File: config.mk
export PLATFORM = sky130hd
export DESIGN_NAME = rr_arbiter8
export DESIGN_NICKNAME = d
export VERILOG_FILES = /design/src/rtl/rr_arbiter8.sv
export SDC_FILE = /design/constraint.sdc
export NUM_CORES = 1
export LEC_CHECK = 0
export BUFFER_PORTS_ARGS = -buffer_cell sky130_fd_sc_hd__buf_2
export CAP_MARGIN = 30
export CORE_AREA = 2 2 93 95
export CTS_CLUSTER_SIZE = 10
export DETAILED_ROUTE_END_ITERATION = 10
export DIE_AREA = 0 0 95 97
export SYNTH_ARGS = -nofsm -noshare
export SYNTH_HDL_FRONTEND = slang
export SYNTH_SLANG_ARGS = --single-unit
File: constraint.sdc
create_clock -name clk -period 4.2 [get_ports clk]
set_clock_uncertainty 0.2 [all_clocks]
set_input_delay 0.84 -clock clk [delete_from_list [all_inputs] [get_ports clk]]
set_output_delay 0.84 -clock clk [all_outputs]
set_load 0.02 [all_outputs]
File: src/rtl/rr_arbiter8.sv
// rr_arbiter8: round-robin arbiter sharing one resource among 8 requesters.
// A winner keeps the grant until it drops its request or the hold limit
// expires; every release is followed by one idle (bubble) cycle, and the
// priority pointer then moves to the requester just after the old grantee.
//
// Handshake: req[i] is a level request held high for as long as requester i
// needs the resource; gnt[i] (registered) tells it that it owns the resource.
// A grant is only issued from IDLE, so the one-cycle bubble is guaranteed.
module rr_arbiter8 #(
  parameter int MAX_HOLD = 16,
  parameter int CW       = 5
) (
  input  logic       clk,
  input  logic       rst,
  input  logic [7:0] req,
  output logic [7:0] gnt,
  output logic [2:0] gnt_idx,
  output logic       busy,
  output logic       timeout,
  output logic       state_dbg
);

  typedef enum logic {
    IDLE  = 1'b0,
    GRANT = 1'b1
  } state_t;

  localparam logic [CW-1:0] HOLD_LIM = CW'(MAX_HOLD);

  state_t        state_q, state_d;
  logic [2:0]    ptr_q, ptr_d;
  logic [CW-1:0] cnt_q, cnt_d;
  logic [7:0]    gnt_d;
  logic [2:0]    idx_d;
  logic          busy_d;
  logic          timeout_d;

  logic [15:0]   req_dbl;
  logic [7:0]    req_rot;
  logic [2:0]    offset;
  logic [2:0]    winner;
  logic          any_req;
  logic          own_req;
  logic          at_limit;

  // FSM state is visible to checkers: 1 while a grant tenure is active.
  assign state_dbg = (state_q == GRANT);

  // Rotate the request vector so bit 0 is the requester at ptr, then pick the
  // lowest set bit; adding ptr back gives the winner with natural 3-bit wrap.
  always_comb begin
    req_dbl = {req, req};
    req_rot = req_dbl[ptr_q +: 8];
    offset  = 3'd0;
    for (int i = 7; i >= 0; i--) begin
      if (req_rot[i]) begin
        offset = i[2:0];
      end
    end
    winner  = ptr_q + offset;
    any_req = (req != 8'd0);
  end

  // Status of the current tenure: does the grantee still want it, and has it
  // used up its hold budget (never, when the limit is disabled).
  always_comb begin
    own_req  = req[gnt_idx];
    at_limit = (MAX_HOLD != 0) && (cnt_q == HOLD_LIM);
  end

  // Next-state and next-output logic; everything holds unless changed below.
  always_comb begin
    state_d   = state_q;
    ptr_d     = ptr_q;
    cnt_d     = cnt_q;
    gnt_d     = gnt;
    idx_d     = gnt_idx;
    busy_d    = busy;
    timeout_d = 1'b0;
    unique case (state_q)
      IDLE: begin
        if (any_req) begin
          state_d = GRANT;
          idx_d   = winner;
          gnt_d   = 8'd1 << winner;
          busy_d  = 1'b1;
          cnt_d   = CW'(1);
        end
      end
      GRANT: begin
        if (!own_req) begin
          // Voluntary release.
          state_d = IDLE;
          gnt_d   = 8'd0;
          busy_d  = 1'b0;
          ptr_d   = gnt_idx + 3'd1;
        end else if (at_limit) begin
          // Forced release: hold budget exhausted while still requesting.
          state_d   = IDLE;
          gnt_d     = 8'd0;
          busy_d    = 1'b0;
          ptr_d     = gnt_idx + 3'd1;
          timeout_d = 1'b1;
        end else if (cnt_q != '1) begin
          // Keep counting; with the limit disabled the counter saturates.
          cnt_d = cnt_q + 1'b1;
        end
      end
      default: begin
        state_d = IDLE;
      end
    endcase
  end

  // State and registered outputs; synchronous reset wins over everything.
  always_ff @(posedge clk) begin
    if (rst) begin
      state_q <= IDLE;
      ptr_q   <= 3'd0;
      cnt_q   <= '0;
      gnt     <= 8'd0;
      gnt_idx <= 3'd0;
      busy    <= 1'b0;
      timeout <= 1'b0;
    end else begin
      state_q <= state_d;
      ptr_q   <= ptr_d;
      cnt_q   <= cnt_d;
      gnt     <= gnt_d;
      gnt_idx <= idx_d;
      busy    <= busy_d;
      timeout <= timeout_d;
    end
  end

endmodule

==> results.ini <==
[critical_path]
start_kind=flip-flop
cp.arrival_ps=3830
worstRegToRegCells=13
r2r-start=ptr_q[1]$_SDFFE_PP0P_
regToRegSetupSlack_ps=370
r2r_end=gnt[0]$_SDFFE_PP0P_
critical_path_class=flip-flop to flip-flop
end_kind=flip-flop
endpoint=gnt[0]$_SDFFE_PP0P_
crit_start=ptr_q[1]$_SDFFE_PP0P_
worstPathRequired_ps=4200
cp_max_fo=21

[placement]
port_buffers=23
dpl.hpwl_um=3475
gp_congestion=0.8392
pre_cts_slack_ps=145.2
placed_cells=338

[synth]
yosys.area.top_type=dfxtp_1
yosysMostFrequentCell=nor2_1
ys.flop_type=dfxtp_1
synth_cells=227
yosysUniqueCellTypes=45
avgSynthCellArea_um2=8.907
yosys-top-cells-count=nor2_1 (24), nor3_1 (23), dfxtp_1 (22), nand2_1 (18), a21oi_1 (17)
async_reset_ff_share_pct=0
yosys.area.top_type_share_pct=21.78
netlist_area_mm2=0.002022
ys_seq_area_share_pct=21.78
syn_nets=243
synth_warnings=0
ys_ff_latch=22
synth.area.top_cells=dfxtp_1 (22%), mux4_2 (13%), nor3_1 (5.7%)
synth_edf_count=0

[cts]
cts.path.max_buffers=2
numClockSinks=22
post-cts-setup-buffers=0
cts_buffers=3
htree_levels=1
cts_hold_buf=0
clkSlewWorstSetupHoldPaths_ps=80
clk_latency_ps=260
cts_tree=yes
cts_resized=0
clock-root-buffer=clkbuf_8

[floorplanning]
initial_core_util_pct=24.86
io_pins=24
die_w_um=95
dieHeight_um=97
design.die.area_mm2=0.009215
rows=33
core-area_mm2=0.008134

[grt]
gr-total-overflow=0
grt_pass1_wl_um=7997
first_global_vias=1682
track_usage_pct=10.49
grt_max_degree=22
antenna_found_initial=0

[routing]
final_antenna_net_count=0
vias=1782
drc_errors=0
first_iter_violations=124
dr.pass1.iters=4
drt-vias-per-instance=5.211
wl_per_cell_um=13.57
routed_wirelength_um=4640

[layout]
antenna_cells=0
drive_gt1_share_pct=26.16
finish.utilization_pct=27.66
fin_nets=254
instances_no_fill=342
area_growth_pct=11.26

[power_and_ir_drop]
vdd_ir_drop_max_mv=0.1412
pwr_density_cell_mw_per_mm2=397.2
power_uw=893.6
p_leak_nw=0.9087

[sta]
max_freq_ghz=0.2611
worst_pin_slew_ps=900.8
setup_ws_ps=370.3
rsz0062_at_grt=no
hold_violations=0
fin_crit_sh_pct=91.18
slew_violations=0
max-slew-margin-rel_pct=39.29
period_minus_slack_ps=3830
finalSetupTns_ps=0
setup_viol=0

[worst_hold_path]
hold_class=flip-flop to flip-flop

[job]
max-cap-violations=0

[outcome]
status=complete, no violations

worst min path at each step:
stage | start | end | slack, ps | depth (start not counted)
floorplan | cnt_q[0]$_SDFFE_PP0P_ | cnt_q[0]$_SDFFE_PP0P_ | 270 | 1
global placement | gnt[6]$_SDFFE_PP0P_ | gnt[6]$_SDFFE_PP0P_ | 250 | 2
finish | gnt[7]$_SDFFE_PP0P_ | gnt[7]$_SDFFE_PP0P_ | 260 | 2
global route | gnt[2]$_SDFFE_PP0P_ | gnt[2]$_SDFFE_PP0P_ | 290 | 2
detailed placement | gnt[7]$_SDFFE_PP0P_ | gnt[7]$_SDFFE_PP0P_ | 250 | 2
CTS | gnt[7]$_SDFFE_PP0P_ | gnt[7]$_SDFFE_PP0P_ | 270 | 2
cell families (layout without fill, tap and decap cells):
group / Yosys count / count (layout) / synth area share, %
adder cells (fa/ha/maj): 6 / 6 / 4.084
multiplexers: 23 / 23 / 21.16
AO/OA/AOI/OAI: 55 / 55 / 22.71
AND/OR/NAND/NOR: 78 / 78 / 18.75
XOR/XNOR: 4 / 4 / 1.733
flip-flops: 22 / 22 / 21.78
buffers and inverters: 39 / 49 / 9.777
sequential cells by signal, indices dropped and copies added, names as in the netlist:
name and count:
ptr_q 3, state_dbg 1, gnt 8, cnt_q 5, timeout 1, gnt_idx 3
busy 1
where the power goes:
group | total [mW] | internal [mW] | switching, mW | leakage (nW)
clock | 0.200 | 0.127 | 0.0724 | 0.0357
combinational | 0.416 | 0.171 | 0.244 | 0.693
sequential | 0.278 | 0.237 | 0.0414 | 0.180
metal layers:
layer | GRT usage (%) | part of all wire, %
met4 | 1.003 | 0.17
met3 | 2.259 | 5.1
met5 | 0 | 0
met2 | 18.00 | 50
met1 | 13.89 | 45
worst max-delay path: stages, from the launching register on:
cell and delay [ps]:
dfxtp_1 820, buf_4 260, mux2i_1 230, nand2_1 80, a211oi_1 190, a2111oi_0 100
o31ai_1 350, ha_1 210, inv_1 50, fa_1 650, inv_1 170, nor3_1 220
o2111ai_1 150, o211ai_2 90
through the flow:
stage               hold WS [ps]  instance area [um^2]
global route               285.0                  2250
detailed placement         246.5                  2178
floorplan                  272.8                  2022
CTS                        269.7                  2250
global placement           249.4                  2171
finish                     262.0                  2250
layout make-up:
type,count,area [um^2]
Inverter,16,62.56
Timing Repair Buffer,29,160.2
Fill cell,868,5884
Sequential cell,22,440.4
Clock inverter,1,30.03
Clock buffer,3,41.29
Multi-Input combinational cell,166,1384
Tap cell,105,131.4
cells in the final DEF (no fill, tap or decap), types with 3 or more instances in the layout:
cell type	n
a211oi_1	6
a21oi_1	17
buf_2	23
buf_4	6
clkbuf_8	3
dfxtp_1	22
ha_1	5
inv_1	14
mux2i_1	6
mux4_2	12
nand2_1	18
nor2_1	24
nor3_1	23
nor4_1	3
o2111ai_1	9
o211a_1	4
o211ai_2	8
(Power assumes the default switching activity.)
